<file path="src/rtl/aes_trace_sequencer.sv">
// Batch sequencer that drives an AES core for side-channel traces: load, wait busy, run, gap, repeat.
// Registered results/status; core_load_o and trigger_o decode state directly; abort_i or a timeout ends the batch.
module aes_trace_sequencer #(
  parameter int GAP_CYCLES = 16,
  parameter int TIMEOUT    = 64
) (
  input  logic         clk,
  input  logic         rst_n,
  input  logic         start_i,
  input  logic         abort_i,
  input  logic [15:0]  count_i,
  input  logic         mode_i,
  input  logic         dec_i,
  input  logic [127:0] pt_i,
  output logic         core_load_o,
  output logic [127:0] core_data_o,
  output logic         core_dec_o,
  input  logic         core_busy_i,
  input  logic [127:0] core_data_i,
  output logic         trigger_o,
  output logic         busy_o,
  output logic         result_valid_o,
  output logic         done_o,
  output logic         err_o,
  output logic [127:0] result_o,
  output logic [15:0]  ops_done_o
);

  typedef enum logic [2:0] {
    S_IDLE,
    S_LOAD,
    S_WAIT_BUSY,
    S_RUN,
    S_GAP,
    S_DONE
  } state_t;

  // Last counter value before a timeout or gap expiry; zero-length settings collapse to one cycle.
  localparam logic [31:0] TMO_LAST = (TIMEOUT > 0)    ? 32'(TIMEOUT - 1)    : 32'd0;
  localparam logic [31:0] GAP_LAST = (GAP_CYCLES > 0) ? 32'(GAP_CYCLES - 1) : 32'd0;

  state_t         state_q, state_d;
  logic [31:0]    cnt_q;
  logic [15:0]    remaining_q;
  logic [15:0]    ops_done_q;
  logic           mode_q;
  logic           dec_q;
  logic [127:0]   data_q;
  logic [127:0]   result_q;
  logic           rvalid_q;
  logic           err_q;
  logic           done_q;

  logic           accept;
  logic           capture;
  logic           set_err;

  always_comb begin
    state_d = state_q;
    accept  = 1'b0;
    capture = 1'b0;
    set_err = 1'b0;
    case (state_q)
      S_IDLE: begin
        if (start_i) begin
          accept  = 1'b1;
          state_d = (count_i != 16'd0) ? S_LOAD : S_DONE;
        end
      end
      S_LOAD: state_d = S_WAIT_BUSY;
      S_WAIT_BUSY: begin
        if (core_busy_i) begin
          state_d = S_RUN;
        end else if (cnt_q == TMO_LAST) begin
          set_err = 1'b1;
          state_d = S_DONE;
        end
      end
      S_RUN: begin
        if (!core_busy_i) begin
          capture = 1'b1;
          state_d = (remaining_q == 16'd1) ? S_DONE : S_GAP;
        end else if (cnt_q == TMO_LAST) begin
          set_err = 1'b1;
          state_d = S_DONE;
        end
      end
      S_GAP: begin
        if (cnt_q == GAP_LAST) state_d = S_LOAD;
      end
      S_DONE: state_d = S_IDLE;
      default: state_d = S_IDLE;
    endcase

    // Abort overrides every in-flight event; IDLE and DONE have nothing to abort.
    if (abort_i && state_q != S_IDLE && state_q != S_DONE) begin
      state_d = S_DONE;
      capture = 1'b0;
      set_err = 1'b0;
    end
  end

  always_ff @(posedge clk) begin
    if (!rst_n) begin
      state_q     <= S_IDLE;
      cnt_q       <= '0;
      remaining_q <= '0;
      ops_done_q  <= '0;
      mode_q      <= 1'b0;
      dec_q       <= 1'b0;
      data_q      <= '0;
      result_q    <= '0;
      rvalid_q    <= 1'b0;
      err_q       <= 1'b0;
      done_q      <= 1'b0;
    end else begin
      state_q  <= state_d;
      done_q   <= (state_q == S_DONE);
      rvalid_q <= capture;
      cnt_q    <= (state_d != state_q) ? '0 : cnt_q + 32'd1;

      if (accept) begin
        err_q <= 1'b0;
        if (count_i != 16'd0) begin
          remaining_q <= count_i;
          ops_done_q  <= '0;
          mode_q      <= mode_i;
          dec_q       <= dec_i;
          data_q      <= pt_i;
        end
      end

      if (capture) begin
        result_q    <= core_data_i;
        remaining_q <= remaining_q - 16'd1;
        if (ops_done_q != 16'hFFFF) ops_done_q <= ops_done_q + 16'd1;
        // Chained mode feeds each result back as the next block.
        if (mode_q) data_q <= core_data_i;
      end

      if (set_err) err_q <= 1'b1;
    end
  end

  assign core_load_o    = (state_q == S_LOAD) && !abort_i;
  assign core_data_o    = data_q;
  assign core_dec_o     = dec_q;
  assign trigger_o      = (state_q == S_LOAD) || (state_q == S_WAIT_BUSY) ||
                          ((state_q == S_RUN) && core_busy_i);
  assign busy_o         = (state_q != S_IDLE);
  assign result_valid_o = rvalid_q;
  assign done_o         = done_q;
  assign err_o          = err_q;
  assign result_o       = result_q;
  assign ops_done_o     = ops_done_q;

endmodule

</file>
<file path="config.mk">
export PLATFORM = sky130hd
export DESIGN_NAME = aes_trace_sequencer
export DESIGN_NICKNAME = d
export VERILOG_FILES = /design/src/rtl/aes_trace_sequencer.sv
export SDC_FILE = /design/constraint.sdc
export NUM_CORES = 1
export LEC_CHECK = 0
export CORE_AREA = 2 2 218 220
export DETAILED_ROUTE_END_ITERATION = 8
export DIE_AREA = 0 0 220 222
export PLACE_DENSITY = 0.67
export SLEW_MARGIN = 10
export SYNTH_ARGS = -nofsm -noshare
export SYNTH_HDL_FRONTEND = slang
export SYNTH_SLANG_ARGS = --single-unit
</file>
<file path="constraint.sdc">
create_clock -name clk -period 2.6 [get_ports clk]
set_input_delay 0.52 -clock clk [delete_from_list [all_inputs] [get_ports clk]]
set_output_delay 0.52 -clock clk [all_outputs]
set_load 0.1 [all_outputs]
</file>
Yosys cells after proc, flatten, opt, wreduce, memory -nomap -nowiden
Index checks and enable logic that the tools add are counted.
{"block": "op_classes", "n_eq_ne": 11, "bitwise": 1, "add_sub_neg": 3, "n_reduce_logical": 16, "mux": 32}
{"cell": "2-to-1 mux 128 bit", "n": 4}
{"cell": "2-to-1 mux 16 bit", "n": 7}
{"cell": "adder 32 x 1 -> 32 bit (second input constant)", "n": 1}
{"cell": "equality test 32 x 4 -> 1 bit (second input constant)", "n": 1}
{"cell": "equality test 32 x 6 -> 1 bit (second input constant)", "n": 1}
{"cell": "2-to-1 mux 3 bit", "n": 7}
{"cell": "adder 16 x 1 -> 16 bit (second input constant)", "n": 1}
{"cell": "equality test 16 x 1 -> 1 bit (second input constant)", "n": 1}
{"cell": "inequality test 16 bit (second input constant)", "n": 1}
{"cell": "nonzero test 16 bit", "n": 1}
{"cell": "subtractor 16 x 1 -> 16 bit (second input constant)", "n": 1}
{"cell": "one-hot mux 3 bit (5 select lines)", "n": 1}
{"cell": "2-to-1 mux 1 bit", "n": 12}
{"cell": "equality test 3 x 2 -> 1 bit (second input constant)", "n": 2}
{"cell": "equality test 3 bit (second input constant)", "n": 2}
{"cell": "nonzero test 2 bit", "n": 3}
{"cell": "logical AND 1 bit", "n": 4}
{"cell": "AND reduction 2 bit", "n": 2}
{"cell": "equality test 3 x 1 -> 1 bit (second input constant)", "n": 1}
{"cell": "zero test 3 bit", "n": 1}
{"cell": "inequality test 3 bit", "n": 1}
{"cell": "inequality test 3 bit (second input constant)", "n": 1}
{"cell": "nonzero test 3 bit", "n": 1}
{"cell": "logical OR 1 bit", "n": 2}
{"cell": "4 further kinds", "n": 4}
{"block": "word_totals", "word_cells": 74, "regBits": 328, "inputBits": 279, "out_inout_bits": 279}

Longest topological paths before layout
Gate-level depths: netlist of run 1.
{"block": "depth", "ltp_word": 7, "mapped_depth": 9, "depth_no_buf": 7}

Least setup slack after synthesis of run 1
OpenSTA, ideal clock, no wires.
{"block": "synth_path", "path_type": "input port to flip-flop", "from": "input abort_i", "to": "register cnt_q[22]", "t_required_ns": 2.477, "stages": 6, "slack_ns": -2.221, "setup_ns": 0.123, "path_buffers": 3, "arrival_time_ns": 4.698, "cell_sequence": "clkbuf_1 nor4b_1 or4b_1 clkbuf_1 buf_2 nor3_1"}
{"block": "synth_via", "elab_chain_cells": 5}
{"item": "start: declaration", "line_no": "10", "source": "input logic abort_i,"}
{"item": "logical AND 1 bit (2 in a row)", "line_no": "96", "source": "if (abort_i && state_q != S_IDLE && state_q != S_DONE) begin"}
{"item": "2-to-1 mux 3 bit", "line_no": "96"}
{"item": "inequality test 3 bit", "line_no": "120", "source": "cnt_q <= (state_d != state_q) ? '0 : cnt_q + 32'd1;"}
{"item": "OR reduction 2 bit (no source line)"}
{"item": "end signal: assignment", "line_no": "120"}
{"item": "end: declaration", "line_no": "43", "source": "logic [31:0] cnt_q;"}
No other way between the ends.
A chain may end at the register's enable or synchronous reset.

Final worst setup path of run 1
{"block": "layout_path", "from": "input abort_i", "to": "output core_load_o"}
{"block": "layout_via", "elab_chain_cells": 2}
{"item": "zero test 1 bit", "line_no": "145", "source": "assign core_load_o = (state_q == S_LOAD) && !abort_i;"}
{"item": "logical AND 1 bit", "line_no": "145"}
{"item": "end: declaration", "line_no": "15", "source": "output logic core_load_o,"}
No other way between the ends.

==> results.md, run 1 <==
* Top FF cell, synth: dfxtp_1
* Layout Cells excl Fill at 2908
* Setup Skew at slightly below 0.02 ns
* Setup violators final at 0
* EDFF count, synth at 0
* Final-report hold violation count at 0
* RR Startpoint: cnt_q[0]
* DP Wirelength at 39500 um
* RSZ-0062 raised after global routing: no
* Syn Nets at roughly 2000
* Syn Area/Cell at 8.22 um^2
* NumNets Final at 2548
* Fillcell total at 4466
* Core Area at 46300 um^2
* Crit. Startpoint: abort_i
* Hold_ws at 0.463 ns
* Register area at 6570 um^2
* Area after DPL at 20200 um^2
* Hold crit path type: flop to flop
* Die Wd at 220 um
* Initial Util at 30.8%
* PortBufs at 557
* CP max stage delay at 0.50 ns
* Final ANT Viol Nets at 0
* H-tree Lvls at 2
* CTS root buffer: clkbuf_16
* Pwr Density at 734 nW/um^2
* Critical-path top delay cell: clkdlybuf4s50_1
* Worst path most repeated cell: buf_4
* Cell Rows at 79
* Gpl congestion at just under 0.9
* Cell Area, Synth at 14200 um^2
* Total grt overflow at 0
* Final core utilization at 46.6%
* Post-CTS Setup Inserts at 0
* Vias in the first global route at 14301
* Setup TNS at 0 ns
* Period utilization at 91.7%
* VDD IR-drop max at 0.610 mV
* Boundary Pins at 558
* Antenna violations before repair at 9
* FF-to-FF End: cnt_q[12]
* Area of the multi-input gates at 7090 um^2
* Cts bufs inserted at 40
* Sequential area share after synthesis at 46.2%
* Iteration-0 DRC Markers at 930
* CTS tree: built
* Worst-Margin Slew at 0.686 ns
* Synth top area share at roughly 46%
* Synth cell types at 58
* Skew-Pair Late Insertion Delay at roughly 0.56 ns
* Max cap viols at 0
* Cells after DPL at 2830
* Max Buffers Root-to-Sink at 3
* DRC Markers at 0
* Syn Inst Count at 1730
* Via count at ~15000
* Warnings from Yosys at 0
* Drt pass-1 iters at 5
* Hold-fix buffers, CTS at 0
* Share of layout cells above drive strength 1 at 19.0%
* Pin count of the biggest net entering global routing at 79
* Total Wirelength at 54200 um
* Die Ht at 222 um
* Critical Path Sink: core_load_o
* R2R setup slack at roughly 0.26 ns
* Req. time, crit path at 2.08 ns
* CTS Sinks at 328
* Area contributors post-synth: dfxtp_1 (46%), nand2_1 (14%), o211a_1 (9.1%)
* Fin crit period at 2.38 ns
* Worst EP arrival at 1.86 ns
* Crit end category: primary output
* GR Util All Layers at 21.2%
* P_leak at a little under 0.01 uW
* Setup Crit Path Kind: input port to primary output
* Worst-path fanout max at 4
* Cell chain of the critical path: clkdlybuf4s50_1 > buf_4 > nor4b_4 > buf_4 > buf_12
* Cell taking the most area after synthesis: dfxtp_1
* Post-Layout Inst Area at 21600 um^2
* Post-DR vias/cell at 5.05
* FF-to-FF path depth at 8
* Fmax at 420 MHz
* Wire length per cell at 18.6 um
* First-pass GRT wire length at just over 80000 um
* Headroom to the max-slew limit at 54.3%
* Synthesized flop and latch total at 328
* Layout area overhead at 51.6%
* Final Slew Violations at 0
* Nature of the critical path startpoint: input port
* Clock transition at the registers of the reported paths at 0.06 ns
* Status: completed
* Die area at 48800 um^2
* Async set-or-reset flop fraction in the synthesized netlist at 0%
-- logic make-up after synthesis --
logic type | share of synthesized area, %
xor gates and xnor gates | 2.15
buffers and inverters | 4.46
AOI/OAI and AO/OA | 20.2
adders and majority gates | 0.352
and+or+nand+nor | 26.7
DFF | 46.2
-- flip-flops by register name, summed over array words and instances (netlist names) --
register / flops
err_o: 1
ops_done_o: 16
core_data_o: 128
state_q: 3
done_o: 1
mode_q: 1
cnt_q: 32
result_o: 128
remaining_q: 16
core_dec_o: 1
result_valid_o: 1
-- metrics by stage --
| step | power (uW) | worst slack, ns |
|---|---|---|
| after floorplan | 8790 | -0.0000251 |
| after global placement | 10300 | -0.153 |
| after detailed placement | 10300 | -0.145 |
| after CTS | 16000 | 0.0459 |
| after global routing | 16400 | 0.156 |
| final | 15800 | 0.217 |
-- routing by layer --
| layer | track usage [%] | wire [um] | up-vias | part of all wire (%) |
|---|---|---|---|---|
| met3 | 5.54 | 4150 | 109 | 7.7 |
| met2 | 36.0 | 26800 | 543 | 50 |
| met5 | 0 | 13 | - | 0.024 |
| li1 | - | - | 7055 | - |
| met1 | 25.1 | 21300 | 6977 | 39 |
| met4 | 8.88 | 1880 | 2 | 3.5 |
-- worst min-delay path by stage --
stage / startpoint / endpoint / slack, ns / cells past startpoint
floorplan: remaining_q[10] / remaining_q[10] / 0.44 / 2
global placement: remaining_q[10] / remaining_q[10] / 0.45 / 2
detailed placement: result_o[69] / result_o[69] / 0.46 / 2
CTS: result_o[69] / result_o[69] / 0.46 / 2
global route: result_o[89] / result_o[89] / 0.48 / 2
finish: result_o[35] / result_o[35] / 0.46 / 2
-- repair_timing --
item | in CTS | in global routing
gates resized for setup | 0 | 1
endpoints found under the hold margin | 0 | 0
setup endpoints to repair | 0 | 2
-- power by group --
group	total, uW	switching [uW]	leakage, uW	internal (uW)
logic	4680	3190	0.00630	1490
clock network	5600	2240	0.000648	3370
registers	5550	221	0.00266	5330
-- Yosys cell counts, drive strengths merged (2+ instances only) --
cell	count
or4	7
nor3b	2
a31oi	3
xnor2	17
ha	4
a21oi	14
o211ai	6
nor4b	2
clkbuf	90
xor2	18
nand3b	2
and2	5
inv	11
nor4	16
or2	2
nand4	14
o311ai	8
o21a	2
nor3	47
and4	3
a22oi	2
o41ai	2
nor2	42
or3	11
a221oi	2
dfxtp	328
o21ai	16
nand3	156
and3	8
a32oi	2
a211oi	2
o211a	130
nor2b	6
buf	49
a21boi	146
nand2	541
-- cell type report --
| class | instances | area share [%] |
|---|---|---|
| well taps | 607 | 3.52 |
| repair buffers | 632 | 26.8 |
| clock buffers | 61 | 5.52 |
| inverters | 11 | 0.192 |
| multi-input cells | 1252 | 32.9 |
| flip-flops and latches | 328 | 30.5 |
| clock inverters | 11 | 0.575 |
| diodes | 6 | 0.0696 |
-- critical path: cells and delay by family --
kind                   cells  cell delay [ns]
and+or+nand+nor            1             0.30
buffers and inverters      4             1.04
-- placed cells by master, fill, tap and decap left out, types with 5 or more instances in the layout --
cell               n
nor4_1            16
buf_12            26
diode_2            6
clkbuf_8          10
a21oi_1           14
or3_1             11
clkbuf_1          11
nor3_1            41
o311ai_0           8
inv_1             11
nor2_1            41
o21ai_0           15
xor2_1            18
nand2_1          540
a21boi_0         145
xnor2_1           17
or4_1              7
o211ai_1           5
buf_4            328
nand3_1          154
o211a_1          130
and2_1             5
clkbuf_16         41
clkdlybuf4s50_1  277
dfxtp_1          324
nand4_1           14
nor2b_1            5
nor3_2             6
and3_1             7
Note: power is estimated with default switching activity, not from simulation.
==> run 2, diff against run 1 <==
DONT_BUFFER_PORTS = 1   (was not set)
PLACE_DENSITY = 0.51   (was 0.67)
==> run 2 against run 1 <==
  * Combinational power shrank 13%
  * Critical path depth rose by 3
  * Register-to-register slack worse by 0.02 ns
  * Global-route usage decreased by 0.99 points
  * Cell area is 16% lower
  * Count of clock-buffer cells in the layout shrank 4
  * Flip-flop and latch count is the same
  * Wire length decreased by 5.1%
  * Hold slack lost 0.35 ns
  * Sequential share of layout area rose by 5.7 points
  * Highest routed layer is now met4
==> results.md, run 2 (synthesis results as in run 1) <==
* Core Area at 46300 um^2 (unchanged)
* Boundary Pins at 558 (unchanged)
* Die Ht at 222 um (unchanged)
* Cell Rows at 79 (unchanged)
* Worst-path fanout max at 32 (+28)
* Period utilization at 90.9% (-0.77 points)
* Critical-path top delay cell: dfxtp_1
* Fillcell total at 4773 (+6.9%)
* CTS tree: built
* # diodes at 0 (-6)
* Total grt overflow at 0 (unchanged)
* Crit end category: flop
* Hold-fix buffers, CTS at 0 (unchanged)
* Cts repair resizes at 0 (unchanged)
* Cell chain of the critical path: buf_4 > nor3b_1 > o2bb2ai_1 > o211ai_1 > o31a_1 > o211ai_4 > buf_12 > nor3_1
* Iteration-0 DRC Markers at 965 (+3.8%)
* Antenna violations before repair at 0 (-9)
* VDD IR-drop max at 0.683 mV (+12%)
* Die Wd at 220 um (unchanged)
* Setup TNS at 0 ns (unchanged)
* Worst EP arrival at 2.77 ns (+0.91 ns)
* DP Wirelength at 36600 um (-7.4%)
* Final-report hold violation count at 0 (unchanged)
* Register area at 6570 um^2 (about the same)
* Pin count of the biggest net entering global routing at 293 (+270%)
* Share of layout cells above drive strength 1 at 19.4% (+0.40 points)
* Gpl congestion at 0.886 (-0.54%)
* DRC Markers at 0 (unchanged)
* Fin crit period at 2.36 ns (-0.0199 ns)
* First-pass GRT wire length at 77300 um (-5.2%)
* CTS root buffer: clkbuf_16
* Post-DR vias/cell at 5.20 (+3.0%)
* Skew-Pair Late Insertion Delay at 0.55 ns (about the same)
* Hold crit path type: input port to flop
* PnR worst setup slack at 0.237 ns (+0.0199 ns)
* Commonest non-fill, non-tap cell in the layout: nand2_1
* Die area at 48800 um^2 (unchanged)
* PortBufs at 0 (-100%)
* P_leak at 0.00819 uW (-15%)
* Req. time, crit path at 3.01 ns (+0.93 ns)
* Total Wirelength at 51400 um (-5.1%)
* Drt pass-1 iters at 8 (+3)
* GR Util All Layers at 20.2% (-0.99 points)
* Initial Util at 30.8% (unchanged)
* Max Buffers Root-to-Sink at 3 (unchanged)
* Post-CTS Setup Inserts at 0 (unchanged)
* Status: completed
* DP Worst Slack at -0.248 ns (-0.102 ns)
* Setup violators final at 0 (unchanged)
* CP max stage delay at 0.52 ns (+0.02 ns)
* CTS Sinks at 328 (unchanged)
* Cts bufs inserted at 38 (-5.0%)
* Final Slew Violations at 0 (unchanged)
* Fmax at 423 MHz (+0.84%)
* Pwr Density at 818 nW/um^2 (+11%)
* Setup Crit Path Kind: flop to flop
* Max cap viols at 0 (unchanged)
* Area of the multi-input gates at 7100 um^2 (about the same)
* R2R setup slack at 0.24 ns (-0.02 ns)
* Cell family with most CP delay: compound AO/OA/AOI/OAI gates
* Setup Skew at 0.0174 ns (-0.00229 ns)
* WP buf/inv at 2 (-2)
* H-tree Lvls at 2 (unchanged)
* Hold_ws at 0.113 ns (-0.350 ns)
* Via count at 13368 (-9.0%)
* Wire length per cell at 20.0 um (+7.3%)
* Clock transition at the registers of the reported paths at 0.06 ns (about the same)
* Layout area overhead at 27.6%
* RSZ-0062 raised after global routing: no
* Nature of the critical path startpoint: flop
* NumNets Final at 2220 (-13%)
* Headroom to the max-slew limit at 29.4% (-25 points)
* Commonest cells after routing, fill and taps aside: nand2_1 (540), dfxtp_1 (325), buf_4 (294)
* Vias in the first global route at 12781 (-11%)
* Worst-Margin Slew at 1.06 ns (+0.374 ns)
* Final ANT Viol Nets at 0 (unchanged)
[run 2: layout make-up]
class | count | area share, %
clock buffer | 57 | 6.14
timing repair buffer | 306 | 13.5
tap | 607 | 4.18
sequential | 328 | 36.2
clock inverter | 10 | 0.676
multi-input combinational | 1252 | 39.1
inverter | 11 | 0.227
[run 2: final timing paths]
kind                    from            to  depth (start not counted)
min reg2reg     result_o[44]  result_o[44]                          2
max               state_q[2]     cnt_q[15]                          8
min          core_data_i[41]  result_o[41]                          2
max reg2reg       state_q[2]     cnt_q[15]                          8
[run 2: routing by layer]
metal / vias to the layer above / track usage, % / part of all wire [%]
met5: - / 0 / 0
met1: 6407 / 23.5 / 39
met3: 97 / 6.43 / 8.8
li1: 6361 / - / -
met4: 0 / 7.62 / 3.2
met2: 503 / 34.3 / 49
[run 2: per-stage QoR]
step                util [%]  cells  total power (uW)  area [um^2]
global route            39.2   2571             15500        18100
floorplan                  -   1730              8790        14300
global placement        36.6   2504              9580        16900
detailed placement      36.6   2504              9640        16900
finish                  39.2   2571             14900        18100
CTS                     39.2   2571             15000        18100
[run 2: where the power goes]
| part | switching (uW) | leakage, uW | internal (uW) |
|---|---|---|---|
| logic | 3060 | 0.00491 | 1010 |
| clock network | 2160 | 0.000609 | 3160 |
| registers | 133 | 0.00266 | 5320 |
